$ cat src/rtl/ps2_pkg.sv
// Shared PS/2 link definitions used by the receiver and the link driver.
package ps2_pkg;

  typedef enum logic [1:0] {IDLE, DATA, PARITY, STOP} rx_state_t;

  localparam int unsigned PS2_DATA_BITS  = 8;
  localparam int unsigned PS2_FRAME_BITS = 11;

  // Parity bit that makes the 9-bit {data, parity} word have an odd number of ones.
  function automatic logic odd_parity(input logic [7:0] b);
    return ~^b;
  endfunction

endpackage

$ cat src/rtl/ps2_line_filter.sv
// Synchroniser plus persistence filter for one asynchronous PS/2 line.
module ps2_line_filter #(
  parameter int unsigned SYNC_STAGES = 2,
  parameter int unsigned FILTER_LEN  = 4
) (
  input  logic clk,
  input  logic reset,
  input  logic in,
  output logic out
);

  localparam int unsigned CntW = (FILTER_LEN > 1) ? $clog2(FILTER_LEN) : 1;

  logic [SYNC_STAGES-1:0] sync_q;
  logic [CntW-1:0]        cnt_q;
  logic                   out_q;
  logic                   synced;

  assign synced = sync_q[SYNC_STAGES-1];

  always_ff @(posedge clk or posedge reset) begin
    if (reset) begin
      sync_q <= '1;
      cnt_q  <= '0;
      out_q  <= 1'b1;
    end else begin
      sync_q <= {sync_q[SYNC_STAGES-2:0], in};
      // cnt_q counts how long the synchronised value has disagreed with the output.
      if (synced == out_q) begin
        cnt_q <= '0;
      end else if (cnt_q == CntW'(FILTER_LEN - 1)) begin
        out_q <= synced;
        cnt_q <= '0;
      end else begin
        cnt_q <= cnt_q + CntW'(1);
      end
    end
  end

  assign out = out_q;

endmodule

$ cat src/rtl/ps2_rx.sv
// PS/2 device-to-host receiver: filtered line sampling, 11-bit frame FSM,
// valid/ready holding register and one-cycle error pulses.
module ps2_rx import ps2_pkg::*; #(
  parameter int unsigned SYNC_STAGES    = 2,
  parameter int unsigned FILTER_LEN     = 4,
  parameter int unsigned TIMEOUT_CYCLES = 2000
) (
  input  logic       clk,
  input  logic       reset,
  input  logic       ps2_clk,
  input  logic       ps2_dat,
  output logic [7:0] rx_data,
  output logic       rx_valid,
  input  logic       rx_ready,
  output logic       err_parity,
  output logic       err_frame,
  output logic       err_timeout,
  output logic       overrun
);

  localparam int unsigned TimerW = $clog2(TIMEOUT_CYCLES + 1);
  localparam logic [TimerW-1:0] TimerMax = TimerW'(TIMEOUT_CYCLES);

  logic              clk_f, dat_f, clk_f_q, fall;
  rx_state_t         state_q, state_d;
  logic [3:0]        bit_cnt_q;
  logic [7:0]        shift_q;
  logic              parity_q;
  logic [TimerW-1:0] timer_q;
  logic [7:0]        rx_data_q;
  logic              rx_valid_q, err_parity_q, err_frame_q, overrun_q;
  logic              timeout_hit, step, stop_step, good_frame;

  ps2_line_filter #(
    .SYNC_STAGES(SYNC_STAGES),
    .FILTER_LEN (FILTER_LEN)
  ) u_clk_filter (
    .clk  (clk),
    .reset(reset),
    .in   (ps2_clk),
    .out  (clk_f)
  );

  ps2_line_filter #(
    .SYNC_STAGES(SYNC_STAGES),
    .FILTER_LEN (FILTER_LEN)
  ) u_dat_filter (
    .clk  (clk),
    .reset(reset),
    .in   (ps2_dat),
    .out  (dat_f)
  );

  assign fall = clk_f_q & ~clk_f;

  // State register.
  always_ff @(posedge clk or posedge reset) begin
    if (reset) begin
      state_q <= IDLE;
    end else begin
      state_q <= state_d;
    end
  end

  // Next state: a timeout overrides any fall seen in the same cycle.
  always_comb begin
    state_d = state_q;
    if (timeout_hit) begin
      state_d = IDLE;
    end else if (fall) begin
      unique case (state_q)
        IDLE:    if (!dat_f) state_d = DATA;
        DATA:    if (bit_cnt_q == 4'(PS2_DATA_BITS - 1)) state_d = PARITY;
        PARITY:  state_d = STOP;
        STOP:    state_d = IDLE;
        default: state_d = IDLE;
      endcase
    end
  end

  // Decoded frame events.
  always_comb begin
    timeout_hit = (state_q != IDLE) && (timer_q == TimerMax);
    step        = fall && !timeout_hit;
    stop_step   = step && (state_q == STOP);
    good_frame  = stop_step && dat_f && (parity_q == odd_parity(shift_q));
    err_timeout = timeout_hit;
  end

  always_ff @(posedge clk or posedge reset) begin
    if (reset) begin
      clk_f_q      <= 1'b1;
      bit_cnt_q    <= '0;
      shift_q      <= '0;
      parity_q     <= 1'b0;
      timer_q      <= '0;
      rx_data_q    <= '0;
      rx_valid_q   <= 1'b0;
      err_parity_q <= 1'b0;
      err_frame_q  <= 1'b0;
      overrun_q    <= 1'b0;
    end else begin
      clk_f_q      <= clk_f;
      err_frame_q  <= stop_step && !dat_f;
      err_parity_q <= stop_step && dat_f && (parity_q != odd_parity(shift_q));
      overrun_q    <= good_frame && rx_valid_q && !rx_ready;

      if (state_q == IDLE || timeout_hit || fall) begin
        timer_q <= '0;
      end else if (timer_q != TimerMax) begin
        timer_q <= timer_q + TimerW'(1);
      end

      if (timeout_hit) begin
        bit_cnt_q <= '0;
      end else if (step) begin
        unique case (state_q)
          IDLE: bit_cnt_q <= '0;
          DATA: begin
            shift_q   <= {dat_f, shift_q[7:1]};
            bit_cnt_q <= bit_cnt_q + 4'd1;
          end
          PARITY:  parity_q <= dat_f;
          default: ;
        endcase
      end

      // A same-cycle transfer frees the register, so a new byte may replace it.
      if (good_frame && (!rx_valid_q || rx_ready)) begin
        rx_data_q  <= shift_q;
        rx_valid_q <= 1'b1;
      end else if (rx_valid_q && rx_ready) begin
        rx_valid_q <= 1'b0;
      end
    end
  end

  assign rx_data    = rx_data_q;
  assign rx_valid   = rx_valid_q;
  assign err_parity = err_parity_q;
  assign err_frame  = err_frame_q;
  assign overrun    = overrun_q;

endmodule

$ cat config.mk
export PLATFORM = sky130hd
export DESIGN_NAME = ps2_rx
export DESIGN_NICKNAME = d
export VERILOG_FILES = /design/src/rtl/ps2_pkg.sv /design/src/rtl/ps2_line_filter.sv /design/src/rtl/ps2_rx.sv
export SDC_FILE = /design/constraint.sdc
export NUM_CORES = 1
export LEC_CHECK = 0
export CAP_MARGIN = 20
export CELL_PAD_IN_SITES_DETAIL_PLACEMENT = 1
export CELL_PAD_IN_SITES_GLOBAL_PLACEMENT = 1
export CORE_MARGIN = 2
export CORE_UTILIZATION = 35
export CTS_CLUSTER_DIAMETER = 100
export DETAILED_ROUTE_END_ITERATION = 10
export PLACE_DENSITY = 0.71
export SLEW_MARGIN = 20
export SYNTH_ARGS = -nofsm -noshare
export SYNTH_HDL_FRONTEND = slang
export SYNTH_SLANG_ARGS = --single-unit
$ cat constraint.sdc
create_clock -name clk -period 2.4 [get_ports clk]
set_input_delay 0.24 -clock clk [delete_from_list [all_inputs] [get_ports clk]]
set_output_delay 0.24 -clock clk [all_outputs]
set_load 0.01 [all_outputs]
* Word-level counts from Yosys, hierarchy flattened *
Cells that the tools add are included.

storage, ports and cells
  flip-flop bits (word level) = 49
  input port bits = 5
  output and inout bits = 13
  word-level logic and storage cells = 88

operators by class
  add/sub/neg operators = 4
  eq/ne operators = 14
  muxes and demuxes = 16
  bitwise gates (word level) = 5
  reduce and logical (&&, ||, !) cells = 32

operator list
  kind                   number
  $mux 11                2
  $mux 2                 8
  $add 11x1->11 const B  1
  $eq 11x11->1 const B   1
  $logic_and 1x1->1      11
  $ne 11x11->1 const B   1
  $reduce_bool 2->1      5
  $reduce_and 3->1       3
  $eq 2x2->1 const B     4
  $mux 4                 2
  $pmux 2 s4             1
  $pmux 4 s2             1
  $reduce_xnor 8->1      1
  $ne 3x3->1 const B     2
  $reduce_and 2->1       3
  $add 2x1->2 const B    2
  $add 4x1->4 const B    1
  $eq 4x3->1 const B     1
  $logic_not 1->1        4
  $not 1->1              4
  $eq 1x1->1             3
  $logic_or 1x1->1       3
  $reduce_bool 3->1      1
  $eq 2x1->1 const B     1
  4 further kinds        5

* Logic depth before layout (Yosys ltp) *
Gate-level depths: netlist of the first run.

  word-level depth = 9
  mapped depth = 8

* Cells and area by module *
From an unflattened synthesis of the first run, not the netlist that was laid out.

second synthesis, totals
  cells, all modules = 176
  area, all modules = 2229.6 um^2

modules (own cells, without submodules)
  module           times used  cells each  area an instance (um^2)  sequential area each (um^2)
  ps2_rx           1           154         1866.8                   977.2
  ps2_line_filter  2           11          181.4                    128.9

* Worst setup path after synthesis of the first run *
No wires, ideal clock.

  path kind = reg2reg
  from = register timer_q[5]
  to = register rx_data_q[0] (netlist: rx_data[0])
  arrival time = 1.698 ns
  slack = 0.577 ns
  stages on the path, launching flop included = 7
  path buffers = 1
  clock period less this slack = 1.823 ns
  cells stage by stage = dfrtp_1 > clkbuf_1 > nor4b_1 > a41oi_2 > and3_2 > nand3_4 > mux2_2

on the way
  longest elaborated chain between the ends = 8

RTL lines
  item                             RTL line       RTL
  start: declaration               ps2_rx.sv:29   logic [TimerW-1:0] timer_q;
  start signal: assignment         ps2_rx.sv:111  timer_q <= timer_q + TimerW'(1);
  $eq 11x11->1                     ps2_rx.sv:83   timeout_hit = (state_q != IDLE) && (timer_q == TimerMax);
  $logic_and 1x1->1                ps2_rx.sv:83
  $logic_not 1->1                  ps2_rx.sv:84   step = fall && !timeout_hit;
  $logic_and 1x1->1                ps2_rx.sv:84
  $logic_and 1x1->1                ps2_rx.sv:85   stop_step = step && (state_q == STOP);
  $logic_and 1x1->1 (2 in series)  ps2_rx.sv:86   good_frame = stop_step && dat_f && (parity_q == odd_parity(shift_q));
  $logic_and 1x1->1                ps2_rx.sv:129  if (good_frame && (!rx_valid_q || rx_ready)) begin
  end signal: assignment           ps2_rx.sv:130  rx_data_q <= shift_q;
  end: declaration                 ps2_rx.sv:30   logic [7:0] rx_data_q;

Every way passes these cells.
A chain may end at the register's enable or synchronous reset.

* Final worst setup path of the first run *
  from = register timer_q[0]
  to = output port err_timeout

on the way
  longest elaborated chain between the ends = 2

RTL lines
  item               RTL line      RTL
  $eq 11x11->1       ps2_rx.sv:83
  $logic_and 1x1->1  ps2_rx.sv:83
  end: declaration   ps2_rx.sv:17  output logic err_timeout,

Every way passes these cells.

==> flow_metrics.tcl, run 1 <==
set metrics [dict create \
    ys_ff_latch 49 \
    yosysSeqAreaShare_pct 56.05 \
    clk_path_buf_depth 2 \
    drtIter0Drc 44 \
    rows 28 \
    start_util_pct 36.78 \
    cts-root-buf "clkbuf_8" \
    utilization_pct 43.73 \
    port_buffers 17 \
    netlist.area_leader.share_pct 47.70 \
    status "finished clean" \
    finalPower_uw 3190 \
    min_path_type "in -> async" \
    fmax_ghz 0.4392 \
    cts_tree "done" \
    route.final.wire_length_um 4010 \
    peakVddDrop_mv 0.5067 \
    vias 1337 \
    core_area_mm2 0.005991 \
    wl_per_cell_um 14.64 \
    grt_pass1_vias 1463 \
    hpwl_um 2840 \
    drv_cap 0 \
    ant_nets 0 \
    max_slew.worst_pin.slew_ns 0.5159 \
    cp.arrival_ns 2.04 \
    post-synth-top-area-cell "dfrtp_1" \
    ctsHoldBuffers 0 \
    grt_start_max_net_pins 27 \
    grt_pass1_wl_um 7258 \
    synth_cell_types 35 \
    gp_congestion 0.7762 \
    r2r_start "state_q[0]" \
    diodes 0 \
    firstDrtPassIters 5 \
    grt-ovfl-total 0 \
    htree_num_levels 2 \
    avgSynthCellArea_um2 12.59 \
    cp-start-kind "flip-flop" \
    period_needed_ns 2.277 \
    reg2reg_slack_ns 0.42 \
    syn-num-nets 189 \
    worstPathRequired_ns 2.16 \
    muxShareOfSynthArea_pct 10.16 \
    grt_usage_pct 13.03 \
    n_fill_cell 619 \
    drive_gt1_share_pct 21.61 \
    synth_top_family_by_area "simple AND/OR/NAND/NOR gates" \
    drv_slew 0 \
    cts.sinks 49 \
    final.setup.tns_ns 0 \
    path_class "reg -> out" \
    synth_simple_gate_area_share_pct 13.69 \
    drc 0 \
    setup_viol 0 \
    period_share_pct 94.87 \
    worstSkewPairLatency_ns 0.30 \
    synth_fa_ha_area_share_pct 5.111 \
    numCtsBuffers 5 \
    relSlewSlack_pct 65.55 \
    antenna_found_initial 0 \
    dieHeight_um 83.35 \
    crit_chain "inv_1, ha_1, and4b_1, and4_4, clkdlybuf4s50_1" \
    crit_path_max_fanout 5 \
    synth_area_leaders "dfrtp_1 48%, mux2_2 9.7%, dfstp_2 8.3%" \
    die_w_um 83.35 \
    p_leak_uw 0.001190 \
    via_per_inst 4.880 \
    final_common_cell "dfrtp_1" \
    yosysWarnings 0 \
    nNetsFinal 212 \
    hold_ws_ns 0.2855 \
    reg2regPathDepth 6 \
    max_stage_delay_ns 0.55 \
    cp_slowest_cell "clkdlybuf4s50_1" \
    synthToLayoutAreaGrowth_pct 18.91 \
    io_pins 18 \
    grt_setup_unrepaired "no" \
    die_area_mm2 0.006946 \
    synth-compound-area-share_pct 4.373 \
    reg2reg_to "shift_q[3]" \
    syn-cell-area_mm2 0.002203 \
    worstSetupEndpointType "primary output" \
    fin_skew_ns 0.01094 \
    synth_xor_xnor_area_share_pct 9.086 \
    synthCells 175 \
    cellPowerDensity_mw_per_mm2 1217 \
    hold_viol 0 \
    path_clk_slew_ns 0.10 \
    mostFrequentLayoutCells "42 x dfrtp_1, 19 x mux2_2, 17 x clkdlybuf4s50_1" \
]
-- area by class of cell --
type | count | area (um^2) | share of cell area [%]
Timing Repair Buffer | 18 | 190.2 | 7.259
Clock buffer | 5 | 68.82 | 2.627
Clock inverter | 3 | 68.82 | 2.627
Inverter | 7 | 26.28 | 1.003
Sequential cell | 49 | 1235 | 47.13
Tap cell | 75 | 93.84 | 3.582
Multi-Input combinational cell | 117 | 937.1 | 35.77
-- timing repair --
item,4_1_cts,5_1_grt
gates resized for setup,0,2
endpoints found under the hold margin,0,0
setup buffers,0,0
endpoints found under the setup margin,0,1
-- per-layer routing --
| layer | up-vias | GRT usage (%) | part of all wire [%] |
|---|---|---|---|
| li1 | 644 | - | - |
| met1 | 671 | 17.70 | 48 |
| met2 | 17 | 20.67 | 48 |
| met3 | 5 | 3.082 | 2.2 |
| met4 | 0 | 4.024 | 1.5 |
| met5 | - | 0 | 0 |
-- flip-flops by register name, indices dropped and copies added (netlist names), 2 cells and up --
name	cells
u_dat_filter.cnt_q	2
u_clk_filter.sync_q	2
u_dat_filter.sync_q	2
u_clk_filter.cnt_q	2
shift_q	8
bit_cnt_q	4
state_q	2
timer_q	11
rx_data	8
-- report_power, final --
group | internal [uW] | switching, uW | total, uW | leakage (uW)
registers | 1060 | 208 | 1270 | 0.000635
clock network | 419 | 280 | 700 | 0.0000687
logic | 646 | 572 | 1220 | 0.000487
total | 2130 | 1060 | 3190 | 0.00119
-- worst max-delay path, delay by kind of cell, from the launching register on --
| kind | cells | cell delay [ns] |
|---|---|---|
| flip-flops | 1 | 0.44 |
| buffers and inverters | 2 | 0.64 |
| AND/OR/NAND/NOR | 2 | 0.52 |
| adder cells (fa/ha/maj) | 1 | 0.15 |
-- stage by stage --
| step | worst slack (ns) | std cells | instance area [um^2] |
|---|---|---|---|
| after floorplan | 0.5771 | 175 | 2203 |
| after global placement | 0.3946 | 266 | 2480 |
| after detailed placement | 0.3948 | 266 | 2480 |
| after CTS | 0.04262 | 274 | 2618 |
| after global routing | 0.01005 | 274 | 2620 |
| final | 0.1230 | 274 | 2620 |
-- Yosys cell counts --
cell type / instances
o21ai_0: 5
xnor3_2: 1
a22oi_1: 1
or2b_1: 1
mux2i_1: 1
nor3b_1: 2
nand2_1: 12
inv_1: 7
and3_2: 1
nand2b_1: 1
nand3_4: 1
dfstp_2: 7
a32o_1: 2
xor2_1: 8
o22ai_1: 1
and4b_1: 1
nand4_1: 1
and3_1: 3
nor2_1: 16
and2b_2: 1
a31oi_1: 2
and2_1: 3
nor3_1: 1
ha_1: 9
nor4b_1: 1
nand3_1: 6
o22a_1: 1
xnor2_1: 9
dfrtp_1: 42
xnor2_4: 1
clkbuf_1: 2
nor2b_1: 3
and4_1: 2
mux2_2: 19
a41oi_2: 1
-- worst max-delay path by stage --
stage | end | slack (ns) | cells after the start | start
final | err_timeout | 0.12 | 5 | timer_q[0]
after CTS | err_timeout | 0.04 | 5 | timer_q[0]
after detailed placement | err_timeout | 0.39 | 5 | timer_q[0]
after global placement | err_timeout | 0.39 | 5 | timer_q[0]
after global routing | err_timeout | 0.01 | 5 | timer_q[0]
after floorplan | rx_data[0] | 0.58 | 6 | timer_q[5]
-- cells by family (layout without fill, tap and decap cells) --
family / Yosys count / count (layout)
buffers and inverters: 9 / 33
adders and majority gates: 9 / 9
DFF: 49 / 49
and+or+nand+nor: 56 / 56
xor gates and xnor gates: 19 / 19
AOI/OAI and AO/OA: 13 / 13
muxes: 20 / 20
Power figures use the tool's default switching activity.
==> inputs of run 2 (changes only) <==
Settings changed: CELL_PAD_IN_SITES_DETAIL_PLACEMENT 1 to 0.
==> flow_metrics.tcl, run 2 (synthesis results as in run 1) <==
set metrics [dict create \
    status "finished clean" \
    worstSetupEndpointType "primary output" \
    firstDrtPassIters 4 \
    rows 28 \
    diodes 0 \
    gp_congestion 0.7762 \
    die_area_mm2 0.006946 \
    via_per_inst 4.668 \
    grt_start_max_net_pins 27 \
    preCtsSetupSlack_ns 0.4421 \
    worstSkewPairLatency_ns 0.31 \
    grt-ovfl-total 0 \
    drv_slew 0 \
    grt_pass1_wl_um 6141 \
    drv_cap 0 \
    finalPower_uw 2959 \
    synthToLayoutAreaGrowth_pct 17.09 \
    grt_setup_unrepaired "no" \
    stdcell_count 274 \
    reg2reg_slack_ns 0.44 \
    nNetsFinal 212 \
    fmax_ghz 0.4427 \
    htree_num_levels 2 \
    min_path_type "in -> async" \
    grt_pass1_vias 1323 \
    cts_tree "done" \
    postCtsSetupBuffers 0 \
    period_share_pct 94.11 \
    cts.sinks 49 \
    vias 1279 \
    ctsHoldBuffers 0 \
    drtIter0Drc 56 \
    core_area_mm2 0.005991 \
    port_buffers 17 \
    hpwl_um 2392 \
    drive_gt1_share_pct 21.61 \
    n_fill_cell 555 \
    grt_usage_pct 10.97 \
    finalWorstSetupSlack_ns 0.1413 \
    antenna_found_initial 0 \
    regMostFlops "timer_q" \
    crit_path_start "timer_q[0]" \
    crit_path_max_fanout 5 \
    peakVddDrop_mv 0.8337 \
    relSlewSlack_pct 65.73 \
    cts-root-buf "clkbuf_8" \
    placedCellCount 266 \
    hold_viol 0 \
    ant_nets 0 \
    dpl-instance-area_mm2 0.002480 \
    cellPowerDensity_mw_per_mm2 1147 \
    final_common_cell "dfrtp_1" \
    p_leak_uw 0.001172 \
    path_class "reg -> out" \
    worstPathRequired_ns 2.16 \
    setup_viol 0 \
    largest_reg_flops 11 \
    dieHeight_um 83.35 \
    final.setup.tns_ns 0 \
    die_w_um 83.35 \
    cts_resized 0 \
    wl_per_cell_um 12.48 \
    route.final.wire_length_um 3419 \
    mostFrequentLayoutCells "42 x dfrtp_1, 19 x mux2_2, 17 x clkdlybuf4s50_1" \
    io_pins 18 \
    period_needed_ns 2.259 \
    start_util_pct 36.78 \
    max_slew.worst_pin.slew_ns 0.5133 \
    path_clk_slew_ns 0.10 \
    final_area_mm2 0.002580 \
    clk_path_buf_depth 2 \
    cp-start-kind "flip-flop" \
    cp.arrival_ns 2.02 \
    r2r_start "timer_q[2]" \
    drc 0 \
    numCtsBuffers 5 \
    fin_skew_ns 0.01004 \
]
-- run 2: per-stage QoR --
stage               util (%)  hold WS [ns]
floorplan                  -        0.2445
global placement       41.40        0.3473
detailed placement     41.40        0.3468
CTS                    43.02        0.2854
global route           43.07        0.2963
finish                 43.07        0.2691
-- run 2: path summary, 6_finish.rpt --
path,to,depth (start not counted)
max,err_timeout,5
min,bit_cnt_q[1],2
max reg2reg,rx_data[0],5
min reg2reg,u_clk_filter.sync_q[1],0
max in group asynchronous,u_dat_filter.sync_q[1],3
min in group clk,u_clk_filter.sync_q[0],1
-- run 2: critical path: stages (launching register included) --
cell and delay (ns):
dfrtp_1 0.43, inv_1 0.07, ha_1 0.15, and4b_1 0.25
and4_4 0.27, clkdlybuf4s50_1 0.55
-- run 2: layout make-up --
cell class                      count  area [um^2]  share of cell area (%)
Sequential cell                    49         1235                   47.87
Inverter                            7        26.28                   1.018
Clock buffer                        5        68.82                   2.667
Timing Repair Buffer               18        190.2                   7.371
Clock inverter                      3        28.78                   1.115
Tap cell                           75        93.84                   3.637
Multi-Input combinational cell    117        937.1                   36.32
-- run 2: power breakdown --
part	leakage [uW]	total (uW)	switching [uW]	internal [uW]
registers	0.000635	1260	195	1060
logic	0.000487	1170	531	644
clock network	0.0000511	525	305	220
total	0.00117	2960	1030	1930
-- run 2: layer usage --
layer	track usage, %	part of all wire, %
met3	3.380	3.2
met4	4.471	2.0
met5	0	0
met1	15.41	53
met2	15.69	42
